### src/rtl/ext_intr_ctrl.sv
// Machine-level external interrupt controller: synchronizes NUM_SRC async lines,
// latches edge/level pending, picks a fixed-priority winner and tracks one in-service claim.
module ext_intr_ctrl #(
  parameter int NUM_SRC    = 8,
  parameter int CAUSE_BASE = 16
) (
  input  logic               clk_i,
  input  logic               rst_ni,
  input  logic [NUM_SRC-1:0] src_i,
  input  logic               claim_i,
  input  logic               bus_wr_i,
  input  logic [3:0]         bus_addr_i,
  input  logic [31:0]        bus_wdata_i,
  output logic [31:0]        bus_rdata_o,
  output logic               m_ext_intr_o,
  output logic [30:0]        mcause_o,
  output logic               in_service_o
);

  typedef enum logic {IDLE, SERVICE} state_t;

  state_t             state;
  logic [NUM_SRC-1:0] s1, s2, s3;
  logic [NUM_SRC-1:0] pending, enable, edge_sel;
  logic [NUM_SRC-1:0] req, edge_evt, w1c, claim_clr, pending_next;
  logic [4:0]         id, winner;
  logic [1:0]         reg_sel;
  logic               any_req, claim_take, complete_hit;
  logic               unused;

  assign unused     = ^{bus_addr_i[1:0], bus_wdata_i};
  assign reg_sel    = bus_addr_i[3:2];
  assign edge_evt   = s2 & ~s3;
  assign req        = pending & enable;
  assign any_req    = |req;
  assign claim_take = (state == IDLE) && claim_i && any_req;
  assign complete_hit = bus_wr_i && (reg_sel == 2'd3) && (state == SERVICE) &&
                        (bus_wdata_i[4:0] == id);
  assign w1c = (bus_wr_i && (reg_sel == 2'd1)) ? bus_wdata_i[NUM_SRC-1:0] : '0;
  assign in_service_o = (state == SERVICE);

  // Lowest index wins; scanning downward leaves the lowest set bit last.
  always_comb begin
    winner = '0;
    for (int i = NUM_SRC - 1; i >= 0; i--) begin
      if (req[i]) winner = 5'(i);
    end
  end

  // Edge bits: a fresh edge beats a same-cycle clear. Level bits follow s2.
  always_comb begin
    claim_clr    = '0;
    pending_next = '0;
    for (int i = 0; i < NUM_SRC; i++) begin
      claim_clr[i] = claim_take && edge_sel[i] && (winner == 5'(i));
      if (edge_sel[i]) begin
        pending_next[i] = (pending[i] & ~(claim_clr[i] | w1c[i])) | edge_evt[i];
      end else begin
        pending_next[i] = s2[i];
      end
    end
  end

  always_comb begin
    bus_rdata_o = '0;
    case (reg_sel)
      2'd0: bus_rdata_o = 32'(enable);
      2'd1: bus_rdata_o = 32'(pending);
      2'd2: bus_rdata_o = 32'(edge_sel);
      default: bus_rdata_o = {in_service_o, 26'b0, id};
    endcase
  end

  always_ff @(posedge clk_i or negedge rst_ni) begin
    if (!rst_ni) begin
      s1           <= '0;
      s2           <= '0;
      s3           <= '0;
      pending      <= '0;
      enable       <= '0;
      edge_sel     <= '0;
      state        <= IDLE;
      id           <= '0;
      m_ext_intr_o <= 1'b0;
      mcause_o     <= '0;
    end else begin
      s1      <= src_i;
      s2      <= s1;
      s3      <= s2;
      pending <= pending_next;
      if (bus_wr_i && (reg_sel == 2'd0)) enable   <= bus_wdata_i[NUM_SRC-1:0];
      if (bus_wr_i && (reg_sel == 2'd2)) edge_sel <= bus_wdata_i[NUM_SRC-1:0];
      case (state)
        IDLE: begin
          m_ext_intr_o <= any_req;
          mcause_o     <= any_req ? (31'(CAUSE_BASE) + 31'(winner)) : '0;
          if (claim_take) begin
            state        <= SERVICE;
            id           <= winner;
            m_ext_intr_o <= 1'b0;
          end
        end
        default: begin
          // mcause_o holds the claimed code until completion.
          m_ext_intr_o <= 1'b0;
          if (complete_hit) state <= IDLE;
        end
      endcase
    end
  end

endmodule

### config.mk
export PLATFORM = sky130hd
export DESIGN_NAME = ext_intr_ctrl
export DESIGN_NICKNAME = d
export VERILOG_FILES = /design/src/rtl/ext_intr_ctrl.sv
export SDC_FILE = /design/constraint.sdc
export NUM_CORES = 1
export LEC_CHECK = 0
export CAP_MARGIN = 20
export CORE_UTILIZATION = 30
export DETAILED_ROUTE_END_ITERATION = 8
export REMOVE_ABC_BUFFERS = 1
export SYNTH_ARGS = -nofsm -noshare
export SYNTH_HDL_FRONTEND = slang
export SYNTH_SLANG_ARGS = --single-unit
### constraint.sdc
create_clock -name clk_i -period 3.6 [get_ports clk_i]
set_clock_uncertainty 0.05 [all_clocks]
set_input_delay 0.72 -clock clk_i [delete_from_list [all_inputs] [get_ports clk_i]]
set_output_delay 0.72 -clock clk_i [all_outputs]
set_load 0.05 [all_outputs]
==> metrics.txt <==
setup_tns=0 ns; CTS tree=built; Max-Cap Viols=0; die width=98.7 um; Post-CTS Hold Fix Bufs=0; Setup CP Type=input port to output pin; first-pass GRT wire length=9270 um; largest net degree at the start of global routing=22; Worst path top cell family by delay=buffers and inverters; clock sink count=57; hold crit path type=input port to asynchronous set/reset pin; ANT nets after route=0; Area Growth Syn to Fin=18.4%; Avg Inst Size Synth=11.6 um2; Comb power frac=0.366; DR iter-0 viols=91; RSZ-0062 raised after global routing=false; Final #Nets=336; Clock Path Buffers=2; Min Clock Period, post-route=3.05 ns; Yosys cell types=44; Final setup violation count=0; die height=98.7 um; worst path required time=2.83 ns; Int Power=1.30 mW; worst setup margin=0.552 ns; root buf cell=clkbuf_8; clock slew seen by the registers of the worst setup and hold paths=0.06 ns; drt first pass iters=5; Antenna Diode Count=0; CP endpoint kind=output pin; final worst path period share=0.847; # rows=34; GRT overflow=0; Num CTS Buffers=9; R2R setup slack=1.86 ns; Clock Power Share=0.225; Critical Path Fanout Max=14; post-cts gate resize count=0; CP max stage cell=nor2b_1; reg2reg end=pending[6]; Critical Path AT=2.28 ns; final wirelength=5480 um; CP max stage delay=0.44 ns; Syn Std Cell Area=2810 um2; Post-CTS Setup Inserts=0; DRC viols=0; Ys Warns=0; Startpoint Class=input port; Critical R2R Launch=in_service_o; post-synthesis register bit count=57; initial antenna violation count=0; status=finished clean; via count of the first global-routing pass=1817; Final Hold Slack=0.277 ns; DR WL/cell=13.8 um; Setup WS pre-CTS=0.569 ns; Fin. Hold Viols=0; Max Clk Rate=328 MHz; Die ar.=9750 um2; switching power=0.836 mW; core area=8890 um2; Placer Congestion=0.796; worst vdd ir=0.309 mV; Power Dens Cells=643 nW/um2; sequential area share after synthesis=0.508; Max-slew headroom=0.497; num ports=113; HPWL reported at the end of detailed placement=4130 um; Vias=1850; Syn Inst Count=242; Seq pwr share=0.408; H-Tree Depth=3; total global-route track usage=0.126; Critical path buffers and inverters=3; Skew-Pair Late Insertion Delay=0.33 ns; leakage power figure=1.48 nW; via density per instance=4.65; layout cells sized above 1=0.200; CP cell instances=clkdlybuf4s50_1 > buf_4 > nor2b_1 > nand2_1 > o21ai_0 > buf_12; I/O Buffers=36; Least-Margin Pin Slew=0.751 ns; Starting Density=0.316; switching share of power=0.392; max-slew violation count=0; cell count of the worst reg-to-reg path=3
## power groups by stage
stage	clock [mW]	sequential, mW	combinational (mW)
detailed placement	0	0.883	0.786
CTS	0.502	0.873	0.788
floorplan	0	0.940	0.473
finish	0.480	0.872	0.782
global route	0.528	0.895	0.836
global placement	0	0.876	0.777
## registers in the layout, summed over array words and instances, names as in the netlist
name / cells
id: 3
in_service_o: 1
mcause_o: 4
m_ext_intr_o: 1
s2: 8
s3: 8
enable: 8
s1: 8
edge_sel: 8
pending: 8
## cell type report
cell class              instances  area [um2]
repair buffers                 40         438
flip-flops and latches         57        1430
well taps                     108         135
clock buffers                  12         145
fillers                       850        5570
clock inverters                 1        5.00
multi-input cells             180        1170
## placed cells by master (no fill, tap or decap), types with 5 or more instances in the layout
cell type         n
dfrtp_1          57
conb_1           50
nand2_1          28
clkdlybuf4s50_1  26
mux2_2           16
clkbuf_8         10
o21ai_0           8
nor2_1            8
a21oi_1           7
buf_4             7
buf_12            6
mux2i_1           5
## worst register-to-register path, cell delays in order (launching register included)
cell and delay, ns:
dfrtp_1 0.51, nor2b_1 0.41, nand4_1 0.20, o41a_1 0.44
## routing by layer
| layer | global-route usage | routed length, um | vias to the layer above | share of wire |
|---|---|---|---|---|
| met3 | 0.0440 | 273 | 8 | 0.050 |
| met2 | 0.198 | 2740 | 80 | 0.50 |
| met1 | 0.160 | 2410 | 908 | 0.44 |
| li1 | - | - | 854 | - |
| met4 | 0.0517 | 61 | 0 | 0.011 |
| met5 | 0 | 0 | - | 0 |
## logic make-up after synthesis
logic type | synth area share
muxes | 0.111
xor gates and xnor gates | 0.00936
DFF | 0.508
AOI/OAI and AO/OA | 0.132
buffers and inverters | 0.140
other | 0.00134
and+or+nand+nor | 0.0985
## Yosys cell counts
| master | number | area share |
|---|---|---|
| a22o_1 | 3 | 0.0094 |
| clkbuf_1 | 3 | 0.0040 |
| o21bai_1 | 1 | 0.0027 |
| a21o_1 | 4 | 0.011 |
| a31o_2 | 1 | 0.0031 |
| mux2i_1 | 5 | 0.018 |
| conb_1 | 1 | 0.0013 |
| o21ai_0 | 8 | 0.014 |
| a22o_4 | 1 | 0.0062 |
| nor3_1 | 2 | 0.0036 |
| xor2_1 | 3 | 0.0094 |
| dfrtp_1 | 57 | 0.51 |
| o41ai_1 | 1 | 0.0031 |
| mux2_2 | 16 | 0.064 |
| nand2_1 | 28 | 0.037 |
| o31ai_1 | 2 | 0.0053 |
| a311o_2 | 1 | 0.0040 |
| and2_1 | 2 | 0.0045 |
| buf_2 | 1 | 0.0018 |
| buf_4 | 50 | 0.13 |
| and3b_1 | 1 | 0.0031 |
| nor2b_1 | 2 | 0.0045 |
| a32oi_1 | 1 | 0.0031 |
| nand4_1 | 4 | 0.0089 |
| a31oi_4 | 1 | 0.0076 |
| nand3b_1 | 1 | 0.0027 |
| o21ai_2 | 1 | 0.0031 |
| nand3_1 | 2 | 0.0036 |
| a22oi_1 | 4 | 0.011 |
| and3_1 | 1 | 0.0022 |
| a21boi_0 | 1 | 0.0027 |
| o41a_1 | 1 | 0.0040 |
| nor2_1 | 8 | 0.011 |
| a31oi_1 | 1 | 0.0022 |
| a21oi_1 | 7 | 0.012 |
| a22o_2 | 4 | 0.014 |
| a311oi_1 | 1 | 0.0031 |
| a221oi_1 | 3 | 0.0094 |
| mux2_4 | 1 | 0.0053 |
| nor2_2 | 1 | 0.0022 |
| nor4_4 | 1 | 0.0076 |
| nor3b_2 | 1 | 0.0045 |
| or2b_2 | 1 | 0.0031 |
| mux4_2 | 3 | 0.024 |
## worst max-delay path by stage
stage | startpoint | end | slack (ns) | cells after the start
6_report | bus_addr_i[2] | bus_rdata_o[3] | 0.55 | 6
5_1_grt | bus_addr_i[2] | bus_rdata_o[4] | 0.48 | 6
4_1_cts | bus_addr_i[2] | bus_rdata_o[6] | 0.55 | 6
3_5_place_dp | bus_addr_i[2] | bus_rdata_o[6] | 0.57 | 6
3_3_place_gp | bus_addr_i[2] | bus_rdata_o[3] | 0.56 | 6
2_1_floorplan | bus_addr_i[2] | bus_rdata_o[7] | 0.92 | 2
## through the flow
step           power [mW]   util  cell area, um2  std cells
5_1_grt              2.26  0.374            3320        398
4_1_cts              2.16  0.374            3320        398
6_report             2.13  0.374            3320        398
3_3_place_gp         1.65  0.357            3170        385
3_5_place_dp         1.67  0.357            3170        385
2_1_floorplan        1.41      -            2600        237
Power figures use the tool's default switching activity.
